`src/rtl/lc3_mem_access_ctrl.sv`:
```
// LC-3 memory-class instruction sequencer (LD/LDI/LDR/ST/STI/STR/LEA).
// Steers the external address adder, captures the effective address, runs
// single or indirect memory transactions over req/ready, and reports the
// load data or LEA address with a one-cycle done pulse.
module lc3_mem_access_ctrl #(
  parameter int unsigned TIMEOUT_CYCLES = 255,
  parameter int unsigned CNT_W          = 8
) (
  input  logic        clk,
  input  logic        rst,
  input  logic        start,
  input  logic [15:0] ir,
  input  logic [15:0] st_data,
  input  logic [15:0] addr_in,
  output logic        addr1_mux,
  output logic [1:0]  addr2_mux,
  output logic        mem_req,
  output logic        mem_we,
  output logic [15:0] mem_addr,
  output logic [15:0] mem_wdata,
  input  logic [15:0] mem_rdata,
  input  logic        mem_ready,
  output logic        busy,
  output logic        done,
  output logic [15:0] result,
  output logic        err
);

  localparam logic [3:0] OP_LD  = 4'b0010;
  localparam logic [3:0] OP_LDI = 4'b1010;
  localparam logic [3:0] OP_ST  = 4'b0011;
  localparam logic [3:0] OP_STI = 4'b1011;
  localparam logic [3:0] OP_LDR = 4'b0110;
  localparam logic [3:0] OP_STR = 4'b0111;
  localparam logic [3:0] OP_LEA = 4'b1110;

  localparam logic [1:0] SEL2_ZERO  = 2'b00;
  localparam logic [1:0] SEL2_OFF6  = 2'b01;
  localparam logic [1:0] SEL2_OFF9  = 2'b10;

  localparam logic [CNT_W-1:0] CNT_LAST = CNT_W'(TIMEOUT_CYCLES - 1);

  typedef enum logic [2:0] {
    S_IDLE,
    S_ADDR,
    S_RD,
    S_IND,
    S_WR,
    S_DONE
  } state_t;

  state_t state_q, state_d;

  logic [3:0]       op_q, op_d;
  logic [15:0]      data_q, data_d;
  logic [15:0]      mar_q, mar_d;
  logic [15:0]      result_q, result_d;
  logic             err_q, err_d;
  logic             ind_q, ind_d;
  logic [CNT_W-1:0] cnt_q, cnt_d;

  logic             addr1_d;
  logic [1:0]       addr2_d;
  logic             req_d, we_d, busy_d, done_d;

  logic             timeout_hit;
  logic             is_indirect;

  // Offset fields of the IR are consumed only by the external adder.
  logic unused_ir;
  assign unused_ir = ^ir[11:0];

  assign timeout_hit = (cnt_q == CNT_LAST) && !mem_ready;
  assign is_indirect = (op_q == OP_LDI) || (op_q == OP_STI);

  assign mem_addr  = mar_q;
  assign mem_wdata = data_q;
  assign result    = result_q;
  assign err       = err_q;

  // State register.
  always_ff @(posedge clk or posedge rst) begin
    if (rst) state_q <= S_IDLE;
    else     state_q <= state_d;
  end

  // Next-state decode.
  always_comb begin
    state_d = state_q;
    case (state_q)
      S_IDLE: if (start) state_d = S_ADDR;
      S_ADDR: begin
        case (op_q)
          OP_LEA:                         state_d = S_DONE;
          OP_LD, OP_LDR, OP_LDI, OP_STI:  state_d = S_RD;
          OP_ST, OP_STR:                  state_d = S_WR;
          default:                        state_d = S_DONE;
        endcase
      end
      S_RD: begin
        if (mem_ready) state_d = (is_indirect && !ind_q) ? S_IND : S_DONE;
        else if (timeout_hit) state_d = S_DONE;
      end
      S_IND:  state_d = (op_q == OP_LDI) ? S_RD : S_WR;
      S_WR: begin
        if (mem_ready || timeout_hit) state_d = S_DONE;
      end
      S_DONE: state_d = S_IDLE;
      default: state_d = S_IDLE;
    endcase
  end

  // Next values for datapath registers and registered outputs.
  always_comb begin
    op_d     = op_q;
    data_d   = data_q;
    mar_d    = mar_q;
    result_d = result_q;
    err_d    = err_q;
    ind_d    = ind_q;
    cnt_d    = '0;
    addr1_d  = 1'b0;
    addr2_d  = SEL2_ZERO;

    case (state_q)
      S_IDLE: begin
        if (start) begin
          op_d   = ir[15:12];
          data_d = st_data;
          err_d  = 1'b0;
          ind_d  = 1'b0;
        end
      end
      S_ADDR: begin
        mar_d = addr_in;
        case (op_q)
          OP_LEA: result_d = addr_in;
          OP_LD, OP_LDR, OP_LDI, OP_STI, OP_ST, OP_STR: ;
          default: err_d = 1'b1;
        endcase
      end
      S_RD: begin
        if (mem_ready) begin
          if (is_indirect && !ind_q) begin
            mar_d = mem_rdata;
            ind_d = 1'b1;
          end else begin
            result_d = mem_rdata;
          end
        end else if (timeout_hit) begin
          err_d = 1'b1;
        end
      end
      S_WR: begin
        if (timeout_hit) err_d = 1'b1;
      end
      default: ;
    endcase

    // Counter restarts on each entry to RD/WR and counts cycles spent waiting.
    if ((state_d == state_q) && ((state_q == S_RD) || (state_q == S_WR)))
      cnt_d = cnt_q + CNT_W'(1);

    // Adder selects are only meaningful while the effective address is formed.
    if (state_d == S_ADDR) begin
      case (ir[15:12])
        OP_LD, OP_LDI, OP_ST, OP_STI, OP_LEA: begin
          addr1_d = 1'b0;
          addr2_d = SEL2_OFF9;
        end
        OP_LDR, OP_STR: begin
          addr1_d = 1'b1;
          addr2_d = SEL2_OFF6;
        end
        default: ;
      endcase
    end

    req_d  = (state_d == S_RD) || (state_d == S_WR);
    we_d   = (state_d == S_WR);
    busy_d = (state_d != S_IDLE);
    done_d = (state_d == S_DONE);
  end

  // Datapath and output registers.
  always_ff @(posedge clk or posedge rst) begin
    if (rst) begin
      op_q      <= '0;
      data_q    <= '0;
      mar_q     <= '0;
      result_q  <= '0;
      err_q     <= 1'b0;
      ind_q     <= 1'b0;
      cnt_q     <= '0;
      addr1_mux <= 1'b0;
      addr2_mux <= SEL2_ZERO;
      mem_req   <= 1'b0;
      mem_we    <= 1'b0;
      busy      <= 1'b0;
      done      <= 1'b0;
    end else begin
      op_q      <= op_d;
      data_q    <= data_d;
      mar_q     <= mar_d;
      result_q  <= result_d;
      err_q     <= err_d;
      ind_q     <= ind_d;
      cnt_q     <= cnt_d;
      addr1_mux <= addr1_d;
      addr2_mux <= addr2_d;
      mem_req   <= req_d;
      mem_we    <= we_d;
      busy      <= busy_d;
      done      <= done_d;
    end
  end

endmodule

```
`config.mk`:
```
export PLATFORM = sky130hd
export DESIGN_NAME = lc3_mem_access_ctrl
export DESIGN_NICKNAME = d
export VERILOG_FILES = /design/src/rtl/lc3_mem_access_ctrl.sv
export SDC_FILE = /design/constraint.sdc
export NUM_CORES = 1
export LEC_CHECK = 0
export CORE_ASPECT_RATIO = 0.6
export CORE_MARGIN = 2
export CORE_UTILIZATION = 62
export DETAILED_ROUTE_END_ITERATION = 10
export DONT_BUFFER_PORTS = 1
export PLACE_DENSITY = 0.78
export SYNTH_ARGS = -nofsm -noshare
export SYNTH_HDL_FRONTEND = slang
export SYNTH_SLANG_ARGS = --single-unit
```
`constraint.sdc`:
```
create_clock -name clk -period 3.1 [get_ports clk]
set_clock_uncertainty 0.05 [all_clocks]
set_input_delay 0.62 -clock clk [delete_from_list [all_inputs] [get_ports clk]]
set_output_delay 0.62 -clock clk [all_outputs]
set_load 0.01 [all_outputs]
```
After elaboration in Yosys (flattened, before gate mapping). Index checks and enable logic that the tools add are counted.

$mul: 0. Equality and inequality tests: 31. Multiplexer cells: 28. Div/mod/pow operators: 0. $add $sub $neg: 1. Reductions and logical operators: 24. Bitwise operators: 0. $lt $le $gt $ge: 0. Shift-type cells: 0.

Operator list (number): $mux 16 (5); $pmux 16 s2 (2); $eq 4x4->1 const B (6); $mux 3 (6); $eq 4x2->1 const B (4); $eq 4x3->1 const B (4); $pmux 3 s5 (1); $ne 2x2->1 const B (6); $reduce_and 4->1 (3); $eq 3x2->1 const B (3); $eq 3x3->1 const B (3); $add 8x1->8 const B (1); $eq 8x8->1 const B (1); $mux 1 (8); $mux 8 (1); $reduce_or 7->1 (1); $eq 3x1->1 const B (2); $pmux 3 s2 (1); $reduce_or 5->1 (1); $logic_or 1x1->1 (4); $pmux 1 s4 (1); $pmux 2 s2 (1); $reduce_bool 2->1 (2); $reduce_bool 4->1 (1); other kinds (12) (16).

Logic and storage cells: 98. RAM bits: 0. Output and inout port bits: 56. Input bits: 68. Memory bits (read-only): 0. Register bits: 72. Bits in latches: 0. Memories: 0.

Longest topological paths before layout.
Word-level depth: 9. Gate-level depth with buffers: 7. Mapped depth without buffers: 7.

Worst setup path before layout. Ideal clock, no wire load.

Path type: input-to-reg. Start: input mem_ready. End: register op_q[1]. Required time: 2911 ps. Arrival: 1630 ps. Setup time: 139 ps. Buffers on the path: 0. Stages on the path: 4. Setup slack: 1281 ps. Path through: or3b_1 -> a2111oi_4 -> or3_4 -> o31ai_1.

RTL lines: start, declared (line 22) `input logic mem_ready,`; end signal, assigned (line 202) `op_q <= op_d;`; end, declared (line 54) `logic [3:0] op_q, op_d;`.

Final worst setup path.
Start: register state_q[0]. End: register mar_q[11], in the netlist mem_addr[11].

Cells in the longest elaborated chain, start to end: 3. Elaborated cells on any way between the ends: 7. Those cells by class: eq/ne (4); mux (1); reduce/logical (2).

RTL lines: start, declared (line 52) `state_t state_q, state_d;`; start signal, assigned (line 84) `else state_q <= state_d;`; $eq 3x2->1 / $eq 3x1->1 (equally long branches) (line 125) `case (state_q)`; $ne 2x2->1 (no source line) / $reduce_bool 2->1 (equally long branches); $reduce_and 3->1 (no source line); end signal, assigned (line 204) `mar_q <= mar_d;`; end, declared (line 56) `logic [15:0] mar_q, mar_d;`.

Several ways; a longest one is shown, not always the timed one. A chain may end at the register's enable or synchronous reset.

==> impl_metrics.tcl <==
set metrics [dict create \
    p_seq_frac 0.475 \
    startpoint "state_q[0]$_DFF_PP0_" \
    ys_warn_count 0 \
    synth_top_cells_by_count "dfrtp_1 (71), nand2_1 (63), nor2_1 (44)" \
    synth_flop_cell "dfrtp_1" \
    total_power_mw 3.88 \
    critPathTopFamily "compound AO/OA/AOI/OAI gates" \
    antenna_found_initial 0 \
    combPwrFrac 0.273 \
    switching_share 0.391 \
    finalInstanceArea_um2 3470 \
    cts_setup_buffers 0 \
    maxSlewViolCount 0 \
    rows 20 \
    start_kind "flop" \
    cp_slowest_cell "a31o_2" \
    clock_path_buffers 2 \
    instances_no_fill 387 \
    dp_hpwl_um 4660 \
    cp.depth 5 \
    path_max_fanout 32 \
    drv_cap 0 \
    drive_gt1_frac 0.109 \
    arrival_ns 2.31 \
    vias 2228 \
    crit_chain "nor3b_2 > buf_4 > a31o_2 > nor2_1 > a21oi_1" \
    syn-instance-count 318 \
    syn_area_per_cell_um2 10.1 \
    critical_path_class "reg -> reg" \
    power_switching_mw 1.52 \
    critPathBufInv 1 \
    die_h_um 59.7 \
    tightestPinTransition_ns 0.860 \
    die_area_um2 5780 \
    remaining_drc_errors 0 \
    synth_top_cell_area_share 0.554 \
    dp.cells 371 \
    h-tree-depth 3 \
    setup_ws_ns 1.01 \
    yosysSeqAreaShare 0.554 \
    wl_per_cell_um 17.2 \
    drtPass1Iterations 4 \
    pwr-share-clk 0.252 \
    rr_worst_depth 5 \
    numClockSinks 71 \
    synth_area_leaders "dfrtp_1 (55%), nand2_1 (7.4%), a21oi_1 (6.2%)" \
    fill_cells 375 \
    p_leak_nw 1.50 \
    slew_headroom 0.427 \
    yosys.cell_count.top_type "dfrtp_1" \
    finalHoldViolations 0 \
    crit_path_end "mem_addr[11]$_DFFE_PP0P_" \
    p_per_area_nw_per_um2 1120 \
    rsz0062_at_grt "false" \
    worstSkewPairLatency_ns 0.35 \
    start_util 0.638 \
    setup_viol 0 \
    irDropWorstVdd_mv 0.622 \
    min_period_ns 2.09 \
    grt_use_total 0.240 \
    antenna_cells 0 \
    synth_cell_types 44 \
    hold_path_class "in -> reg" \
    grt-ovfl-total 0 \
    grt_pass1_vias 2073 \
    place_area_um2 3200 \
    clk_pin_slew_worst_paths_ns 0.08 \
    vias_per_cell 5.76 \
    numCtsBuffers 9 \
    cts_root_buf "clkbuf_8" \
    synth_seq_cells 71 \
    post-route-util 0.690 \
    drtAntennaViolNets 0 \
    yosysTopAreaCell "dfrtp_1" \
    fin_setup_tns_ns 0 \
    r2r-end "mem_addr[11]$_DFFE_PP0P_" \
    core_region_area_um2 5030 \
    wl_um 6640 \
    postCtsHoldBufs 0 \
    finalCritPeriodShare 0.676 \
    synth_edf_count 0 \
    worstSetupEndpointType "flop" \
    syn2layout_area_growth_pct 8.19 \
    max_stage_delay_ns 0.61 \
    netlist_area_um2 3210 \
    syn_nets 388 \
    layout.nets 386 \
    ctsResizeCount 0 \
    fmax_ghz 0.478 \
    required_ns 3.32 \
    grt_pass1_wl_um 10500 \
    grt_max_degree 72 \
    globalplace.congestion 0.815 \
    ios 124 \
    die_w_um 96.9 \
    r2r_slack_ns 1.01 \
    regToRegStartpoint "state_q[0]$_DFF_PP0_" \
    status "finished, final reports clean" \
    intPower_mw 2.36 \
    whs_ns 0.319 \
    io_buffers 0 \
    detail_route.iter0.violations 172 \
    cts_tree "done" \
    pre_cts_slack_ns 1.01 \
    synthArstFlopShare 1.00 \
]
## registers in the layout, summed over array words and instances, names as in the netlist, 3 cells and up
name       cells
cnt_q          8
mem_addr      16
mem_wdata     16
result        16
state_q        3
op_q           4
## power by group through the flow
| stage | clock, mW | combinational [mW] | sequential [mW] |
|---|---|---|---|
| after floorplan | 0 | 0.975 | 1.71 |
| after CTS | 0.993 | 1.07 | 1.85 |
| after global placement | 0 | 1.00 | 1.84 |
| after global routing | 1.03 | 1.20 | 1.90 |
| after detailed placement | 0 | 1.07 | 1.86 |
| final | 0.976 | 1.06 | 1.84 |
## logic make-up (layout without fill, tap and decap cells)
family,after synthesis,count (layout),share of synthesized area
AO/OA/AOI/OAI,61,61,0.124
AND/OR/NAND/NOR,137,137,0.200
XOR/XNOR,6,6,0.0164
buffers and inverters,25,28,0.0480
adder cells (fa/ha/maj),2,2,0.00780
multiplexers,16,16,0.0499
flip-flops,71,71,0.554
## cell type report
| class | count | area [um2] | area share |
|---|---|---|---|
| multi-input cells | 222 | 1280 | 0.370 |
| repair buffers | 4 | 30.0 | 0.00865 |
| clock inverters | 7 | 145 | 0.0418 |
| inverters | 8 | 30.0 | 0.00865 |
| flip-flops and latches | 71 | 1780 | 0.512 |
| clock buffers | 9 | 124 | 0.0357 |
| well taps | 66 | 82.6 | 0.0238 |
## layout by cell type, fill, tap and decap left out, types with 2 or more instances in the layout
cell,count
nor4b_2,2
nor2_1,44
xor2_1,2
nand2b_1,4
clkbuf_8,9
ha_1,2
nand3_1,6
mux2i_1,16
dfrtp_1,71
a21oi_1,40
nand2_1,63
bufinv_16,4
xnor2_1,4
nor3_1,3
o21ai_0,8
buf_4,4
or3b_1,2
inv_1,7
clkinv_4,2
## metal layers
metal  routed length [um]  part of all wire  track usage
met1                 2900              0.44        0.330
met2                 2980              0.45        0.345
met3                  657             0.099        0.101
met4                   98             0.015       0.0885
met5                    0                 0            0
## worst min-delay path by stage
stage | from | end | slack, ns | cells past startpoint
final | st_data[14] | mem_wdata[14]$_DFFE_PP0P_ | 0.32 | 2
after global routing | st_data[14] | mem_wdata[14]$_DFFE_PP0P_ | 0.31 | 2
after CTS | st_data[14] | mem_wdata[14]$_DFFE_PP0P_ | 0.31 | 2
after detailed placement | ind_q$_DFFE_PP0P_ | ind_q$_DFFE_PP0P_ | 0.45 | 1
after global placement | cnt_q[0]$_DFF_PP0_ | cnt_q[0]$_DFF_PP0_ | 0.45 | 1
after floorplan | ind_q$_DFFE_PP0P_ | ind_q$_DFFE_PP0P_ | 0.42 | 1
Power figures use the tool's default switching activity.
